===== config.mk =====
export PLATFORM = sky130hd
export DESIGN_NAME = decode_operand_stage
export DESIGN_NICKNAME = d
export VERILOG_FILES = /design/src/rtl/decode_operand_stage.sv
export SDC_FILE = /design/constraint.sdc
export NUM_CORES = 1
export LEC_CHECK = 0
export ABC_CLOCK_PERIOD_IN_PS = 9900
export CORE_AREA = 2 2 132 134
export CTS_BUF_LIST = sky130_fd_sc_hd__clkbuf_4
export DETAILED_ROUTE_END_ITERATION = 7
export DIE_AREA = 0 0 134 136
export GPL_TIMING_DRIVEN = 0
export PLACE_DENSITY = 0.78
export SYNTH_ARGS = -nofsm -noshare
export SYNTH_HDL_FRONTEND = slang
export SYNTH_SLANG_ARGS = --single-unit

===== constraint.sdc =====
create_clock -name clock -period 9.9 [get_ports clock]
set_input_delay 1.98 -clock clock [delete_from_list [all_inputs] [get_ports clock]]
set_output_delay 1.98 -clock clock [all_outputs]
set_load 0.1 [all_outputs]

===== src/rtl/decode_operand_stage.sv =====
// MIPS ID stage: decodes the fetched word, drives register-file read addresses and
// captures operands into an ID/EX register with valid/ready flow control.
module decode_operand_stage #(
    parameter int DATA_WIDTH = 32,
    parameter int ADDR_WIDTH = 5,
    parameter bit LOAD_STALL = 1'b1
) (
    input  logic                  clock,
    input  logic                  reset,
    input  logic                  flush,
    input  logic                  if_valid,
    output logic                  if_ready,
    input  logic [DATA_WIDTH-1:0] if_instr,
    input  logic [DATA_WIDTH-1:0] if_pc,
    output logic [ADDR_WIDTH-1:0] rf_read_reg1,
    output logic [ADDR_WIDTH-1:0] rf_read_reg2,
    input  logic [DATA_WIDTH-1:0] rf_read_data1,
    input  logic [DATA_WIDTH-1:0] rf_read_data2,
    input  logic                  wb_reg_write,
    input  logic [ADDR_WIDTH-1:0] wb_write_reg,
    input  logic [DATA_WIDTH-1:0] wb_write_data,
    output logic                  ex_valid,
    input  logic                  ex_ready,
    output logic [DATA_WIDTH-1:0] ex_pc,
    output logic [DATA_WIDTH-1:0] ex_op1,
    output logic [DATA_WIDTH-1:0] ex_op2,
    output logic [DATA_WIDTH-1:0] ex_imm,
    output logic [ADDR_WIDTH-1:0] ex_rs,
    output logic [ADDR_WIDTH-1:0] ex_rt,
    output logic [ADDR_WIDTH-1:0] ex_rd,
    output logic [5:0]            ex_opcode,
    output logic [5:0]            ex_funct,
    output logic                  ex_mem_read,
    output logic                  ex_mem_write,
    output logic                  ex_reg_write
);

    localparam logic [5:0] OP_RTYPE = 6'h00;
    localparam logic [5:0] OP_BEQ   = 6'h04;
    localparam logic [5:0] OP_ADDI  = 6'h08;
    localparam logic [5:0] OP_SLTI  = 6'h0A;
    localparam logic [5:0] OP_ANDI  = 6'h0C;
    localparam logic [5:0] OP_ORI   = 6'h0D;
    localparam logic [5:0] OP_LW    = 6'h23;
    localparam logic [5:0] OP_SW    = 6'h2B;

    typedef enum logic {EMPTY, FULL} state_e;

    state_e                  state_q;
    logic [DATA_WIDTH-1:0]   ex_pc_q, ex_imm_q;
    logic [DATA_WIDTH-1:0]   ex_op_q [2];
    logic [ADDR_WIDTH-1:0]   ex_rs_q, ex_rt_q, ex_rd_q;
    logic [5:0]              ex_opcode_q, ex_funct_q;
    logic                    ex_mem_read_q, ex_mem_write_q, ex_reg_write_q;

    logic [5:0]              dec_opcode, dec_funct;
    logic [ADDR_WIDTH-1:0]   dec_rs, dec_rt, dec_rd;
    logic [DATA_WIDTH-1:0]   dec_imm;
    logic                    dec_reg_write, dec_mem_read, dec_mem_write;
    logic                    valid_q, adv, hazard, accept;

    logic [ADDR_WIDTH-1:0]   src_idx  [2];
    logic [ADDR_WIDTH-1:0]   held_idx [2];
    logic [DATA_WIDTH-1:0]   rf_data  [2];
    logic [DATA_WIDTH-1:0]   op_d     [2];

    always_comb begin
        dec_opcode    = if_instr[31:26];
        dec_funct     = if_instr[5:0];
        dec_rs        = if_instr[25:21];
        dec_rt        = if_instr[20:16];
        dec_rd        = (dec_opcode == OP_RTYPE) ? if_instr[15:11] : if_instr[20:16];
        if (dec_opcode == OP_ANDI || dec_opcode == OP_ORI)
            dec_imm = {{(DATA_WIDTH-16){1'b0}}, if_instr[15:0]};
        else
            dec_imm = {{(DATA_WIDTH-16){if_instr[15]}}, if_instr[15:0]};
        dec_reg_write = 1'b0;
        case (dec_opcode)
            OP_RTYPE, OP_ADDI, OP_SLTI, OP_ANDI, OP_ORI, OP_LW: dec_reg_write = 1'b1;
            OP_SW, OP_BEQ:                                       dec_reg_write = 1'b0;
            default:                                             dec_reg_write = 1'b0;
        endcase
        // Writes to r0 are architecturally discarded, so never flag them.
        if (dec_rd == '0)
            dec_reg_write = 1'b0;
        dec_mem_read  = (dec_opcode == OP_LW);
        dec_mem_write = (dec_opcode == OP_SW);
    end

    assign rf_read_reg1 = dec_rs;
    assign rf_read_reg2 = dec_rt;

    assign valid_q = (state_q == FULL);
    assign adv     = !valid_q || ex_ready;
    assign hazard  = LOAD_STALL && valid_q && ex_mem_read_q && (ex_rd_q != '0) &&
                     ((ex_rd_q == dec_rs) || (ex_rd_q == dec_rt));
    assign if_ready = !reset && !flush && adv && !hazard;
    assign accept   = if_valid && if_ready;

    assign src_idx[0]  = dec_rs;
    assign src_idx[1]  = dec_rt;
    assign held_idx[0] = ex_rs_q;
    assign held_idx[1] = ex_rt_q;
    assign rf_data[0]  = rf_read_data1;
    assign rf_data[1]  = rf_read_data2;

    // register_bank returns pre-write data during its write cycle, so both fresh
    // captures and stalled operands take the writeback value on an index match.
    generate
        for (genvar gi = 0; gi < 2; gi++) begin : g_operand
            logic cap_hit, ref_hit;
            assign cap_hit = wb_reg_write && (wb_write_reg != '0) && (wb_write_reg == src_idx[gi]);
            assign ref_hit = wb_reg_write && (wb_write_reg != '0) && (wb_write_reg == held_idx[gi]);
            always_comb begin
                op_d[gi] = ex_op_q[gi];
                if (accept)
                    op_d[gi] = cap_hit ? wb_write_data : rf_data[gi];
                else if (!adv && ref_hit)
                    op_d[gi] = wb_write_data;
            end
        end
    endgenerate

    always_ff @(posedge clock) begin
        if (reset) begin
            state_q        <= EMPTY;
            ex_pc_q        <= '0;
            ex_imm_q       <= '0;
            ex_op_q[0]     <= '0;
            ex_op_q[1]     <= '0;
            ex_rs_q        <= '0;
            ex_rt_q        <= '0;
            ex_rd_q        <= '0;
            ex_opcode_q    <= '0;
            ex_funct_q     <= '0;
            ex_mem_read_q  <= 1'b0;
            ex_mem_write_q <= 1'b0;
            ex_reg_write_q <= 1'b0;
        end else if (flush) begin
            state_q <= EMPTY;
        end else begin
            ex_op_q[0] <= op_d[0];
            ex_op_q[1] <= op_d[1];
            if (adv)
                state_q <= accept ? FULL : EMPTY;
            if (accept) begin
                ex_pc_q        <= if_pc;
                ex_imm_q       <= dec_imm;
                ex_rs_q        <= dec_rs;
                ex_rt_q        <= dec_rt;
                ex_rd_q        <= dec_rd;
                ex_opcode_q    <= dec_opcode;
                ex_funct_q     <= dec_funct;
                ex_mem_read_q  <= dec_mem_read;
                ex_mem_write_q <= dec_mem_write;
                ex_reg_write_q <= dec_reg_write;
            end
        end
    end

    assign ex_valid     = valid_q;
    assign ex_pc        = ex_pc_q;
    assign ex_op1       = ex_op_q[0];
    assign ex_op2       = ex_op_q[1];
    assign ex_imm       = ex_imm_q;
    assign ex_rs        = ex_rs_q;
    assign ex_rt        = ex_rt_q;
    assign ex_rd        = ex_rd_q;
    assign ex_opcode    = ex_opcode_q;
    assign ex_funct     = ex_funct_q;
    assign ex_mem_read  = ex_mem_read_q;
    assign ex_mem_write = ex_mem_write_q;
    assign ex_reg_write = ex_reg_write_q;

endmodule


==> results.ini, run 1 <==
[setup_path]
crit_arrival_ns=4.95
cp.required_ns=7.92
crit_family=buffers and inverters
r2r_cells=11
crit_top_cell=clkdlybuf4s50_1
worst-path-max-fanout=10
crit_type=in2out
crit_buf_inv=3
max_stage_delay_ns=1.20
critical_path_cell_count=5
r2r_start=ex_rd[0]$_SDFFE_PP0P_
start_kind=primary input
crit_slowest_cell=clkdlybuf4s50_1
rr_endpoint=ex_op_q[0][56]$_SDFFCE_PP0P_
r2r_slack_ns=6.59
cp-end-kind=output port
critical_path.cell_chain=clkdlybuf4s50_1, nor2_1, clkbuf_1, and3_1, clkdlybuf4s50_1

[cts]
path_clk_slew_ns=0.12
clock_latency_ns=0.55
cts_buffers=17
cts_tree=done
cts_buffer_depth=2
ctsRootBufferMaster=clkbuf_4
cts_hold_buf=0
cts_max_level=4
cts.sinks=138
cts_setup_buffers=0
post_cts_resized=0

[synthesis]
synthCells=590
ys_ff_latch=138
synth_area_um2=6410
ys_warn_count=0
synth_edf_count=64
synth_area_leaders=edfxtp_1, dfxtp_1, mux2i_1
syn-num-nets=761
synth.avg_cell_area_um2=10.9
seq_area_frac_synth_pct=53.1
yosysTopAreaCellShare_pct=30.0
async_reset_ff_share_pct=0
synth_largest_area_cell=edfxtp_1
synth_cell_types=33
synth_ff_type=dfxtp_1

[global_routing]
top_usage_layer=met2
grt_use_met1_pct=23.9
antenna_found_initial=1
met3_usage_pct=8.69
overflow=0
grt_use_met2_pct=40.1
grt_max_degree=18
first_global_vias=5587
grt_pass1_wl_um=30600
track_usage_pct=22.3

[finish]
syn2layout_area_growth_pct=62.5
fillers=1413
final_net_count=1124
drive_gt1_share_pct=9.63
final_cells=1192

[die]
core_area_um2=16900
fp-row-count=48
chipHeight_um=136
fp.dieW_um=134
boundaryPins=341
die-area_um2=18200
start_util_pct=38.0

[sta]
slew_headroom_pct=28.6
setup_viol_count_final=0
min_period_ns=6.93
setup-tns-final_ns=0
drv_slew=0
fmax_ghz=0.144
worst_pin_slew_ns=1.07
fin_crit_sh_pct=70.0
rsz0062_at_grt=false
clock_skew_ns=0.0230
hold_viol=0

[min_path]
holdPathStages=2
hold_path_class=reg2reg
hold_start=ex_reg_write$_SDFFE_PP0P_
hold_end=ex_reg_write$_SDFFE_PP0P_

[route]
ant_nets=0
via_per_inst=4.54
drtIter0Drc=164
first_pass_iters=4
wl_um=20500
vias=5415
route.detailed.drc=0
post_drt_wl_per_cell_um=17.2

[power]
power.density_nw_per_um2=153
p_comb_share_pct=35.5
switchingPower_mw=0.633
p_leak_nw=4.43
internal-power_mw=0.963
power_frac_clock_pct=23.7
ir_worst_vdd_uv=95.2
swShare_pct=39.7
p_seq_share_pct=40.8

[placed_design]
gp_congestion=0.846
dp.cells=1159
io_buffers=335
dp_hpwl_um=16200

[run]
maxCapViolCount=0

[status]
status=completed

[metrics by stage]
step	power [mW]	instance area [um2]	util, %	hold WS, ns	setup slack [ns]
6_report	1.60	10400	61.7	0.486	2.97
2_1_floorplan	1.05	6410	-	0.911	3.43
4_1_cts	1.61	10400	61.7	0.494	2.90
3_3_place_gp	1.23	10000	59.5	0.468	0.859
3_5_place_dp	1.23	10100	60.0	0.469	2.90
5_1_grt	1.65	10400	61.7	0.532	2.81
[synthesized netlist by cell type (all sizes together) (2+ instances only)]
master / n
nor2: 79
buf: 47
nand4: 2
o31ai: 2
o21ai: 4
or4: 4
xnor2: 22
nand3: 8
dfxtp: 74
a211oi: 6
o41ai: 2
mux2i: 133
nand2b: 5
inv: 65
clkbuf: 15
nand2: 38
edfxtp: 64
xor2: 8
a21oi: 2
[flip-flops by register name, summed over array words and instances (netlist names)]
signal,flops
ex_rt,5
ex_op_q,64
ex_rs,5
ex_opcode,6
ex_imm,17
ex_pc,32
ex_rd,5
ex_mem_write,1
ex_reg_write,1
ex_mem_read,1
ex_valid,1
[tightest hold or removal path, cell delays in order, from the launching register on]
cell      delay (ns)
dfxtp_1         0.33
nand2b_1        0.06
o21ai_0         0.06
[cells in the final DEF, fill, tap and decap left out, drive strengths merged]
cell type	n
or4b	1
diode	1
mux2i	133
o311a	1
clkinv	6
nand2	38
xor2	8
a2111oi	1
and3	1
a21oi	2
clkdlybuf4s50	335
clkinvlp	1
bufinv	2
or4	4
or3	1
a211oi	6
nand3	8
inv	69
o31ai	2
nand4	2
buf	56
o21ai	4
edfxtp	64
o21a	1
nor4	1
nand2b	5
o211ai	1
xnor2	22
o22ai	1
nor2	79
dfxtp	74
clkbuf	34
nor3	1
o41ai	2
[how the worst max path moves through the flow]
| stage | from | endpoint |
|---|---|---|
| floorplan | wb_write_reg[2] | ex_op_q[0][0]$_SDFFCE_PP0P_ |
| global placement | ex_ready | ex_op_q[0][26]$_SDFFCE_PP0P_ |
| detailed placement | reset | if_ready |
| CTS | reset | if_ready |
| global route | reset | if_ready |
| finish | reset | if_ready |
[layer usage]
layer | wire length, um | share of wire (%) | vias to the layer above
li1 | - | - | 2666
met1 | 7740 | 38 | 2487
met2 | 10200 | 50 | 241
met3 | 2140 | 10 | 21
met4 | 363 | 1.8 | 0
met5 | 0 | 0 | -
[layout make-up]
class / count / area (um2) / area share [%]
timing repair buffer: 344 / 3420 / 32.8
tap: 225 / 282 / 2.70
buffer: 62 / 412 / 3.95
multi-input combinational: 325 / 2360 / 22.7
sequential: 138 / 3400 / 32.7
inverter: 65 / 244 / 2.34
clock buffer: 19 / 143 / 1.37
clock inverter: 13 / 144 / 1.38
antenna: 1 / 2.50 / 0.0240
[power groups by stage]
| stage | clock, mW | combinational, mW | sequential, mW |
|---|---|---|---|
| final | 0.379 | 0.566 | 0.651 |
| after global routing | 0.409 | 0.586 | 0.655 |
| after CTS | 0.390 | 0.569 | 0.652 |
| after detailed placement | 0 | 0.568 | 0.664 |
| after global placement | 0 | 0.561 | 0.666 |
| after floorplan | 0 | 0.120 | 0.934 |
[kinds of logic after synthesis]
family	share of synthesized area, %
multiplexers	20.8
buffers and inverters	10.2
AO/OA/AOI/OAI	2.64
AND/OR/NAND/NOR	9.16
XOR/XNOR	4.10
flip-flops	53.1
Power figures use the tool's default switching activity.
==> inputs of run 2 (changes only) <==
--- a/config.mk
+++ b/config.mk
@@ -5,7 +5,7 @@
 export SDC_FILE = /design/constraint.sdc
 export NUM_CORES = 1
 export LEC_CHECK = 0
-export ABC_CLOCK_PERIOD_IN_PS = 9900
+export ABC_CLOCK_PERIOD_IN_PS = 6800
 export CORE_AREA = 2 2 132 134
 export CTS_BUF_LIST = sky130_fd_sc_hd__clkbuf_4
 export DETAILED_ROUTE_END_ITERATION = 7
==> constraint.sdc (replaced) <==
create_clock -name clock -period 6.8 [get_ports clock]
set_input_delay 1.36 -clock clock [delete_from_list [all_inputs] [get_ports clock]]
set_output_delay 1.36 -clock clock [all_outputs]
set_load 0.1 [all_outputs]
==> results of run 2 <==
The final DEF is identical to that of run 1. Status: completed.
Among the figures that moved: setup slack after placement 2.90 ns -> 1.04 ns; setup slack after layout 2.97 ns -> 1.11 ns; register-to-register setup slack 6.59 ns -> 3.49 ns; total power 1.60 mW -> 2.32 mW; worst IR drop on VDD 95.2 uV -> 139 uV
==> inputs of run 3 (changes only) <==
--- a/config.mk
+++ b/config.mk
@@ -5,7 +5,7 @@
 export SDC_FILE = /design/constraint.sdc
 export NUM_CORES = 1
 export LEC_CHECK = 0
-export ABC_CLOCK_PERIOD_IN_PS = 6800
+export ABC_CLOCK_PERIOD_IN_PS = 5380
 export CORE_AREA = 2 2 132 134
 export CTS_BUF_LIST = sky130_fd_sc_hd__clkbuf_4
 export DETAILED_ROUTE_END_ITERATION = 7
==> constraint.sdc (replaced) <==
create_clock -name clock -period 5.38 [get_ports clock]
set_input_delay 1.076 -clock clock [delete_from_list [all_inputs] [get_ports clock]]
set_output_delay 1.076 -clock clock [all_outputs]
set_load 0.1 [all_outputs]
==> results of run 3 <==
The final DEF is identical to that of run 1. Status: completed.
Among the figures that moved: setup slack after placement 2.90 ns -> 0.193 ns; setup slack after layout 2.97 ns -> 0.253 ns; register-to-register setup slack 6.59 ns -> 2.07 ns; total power 1.60 mW -> 2.94 mW; worst IR drop on VDD 95.2 uV -> 175 uV
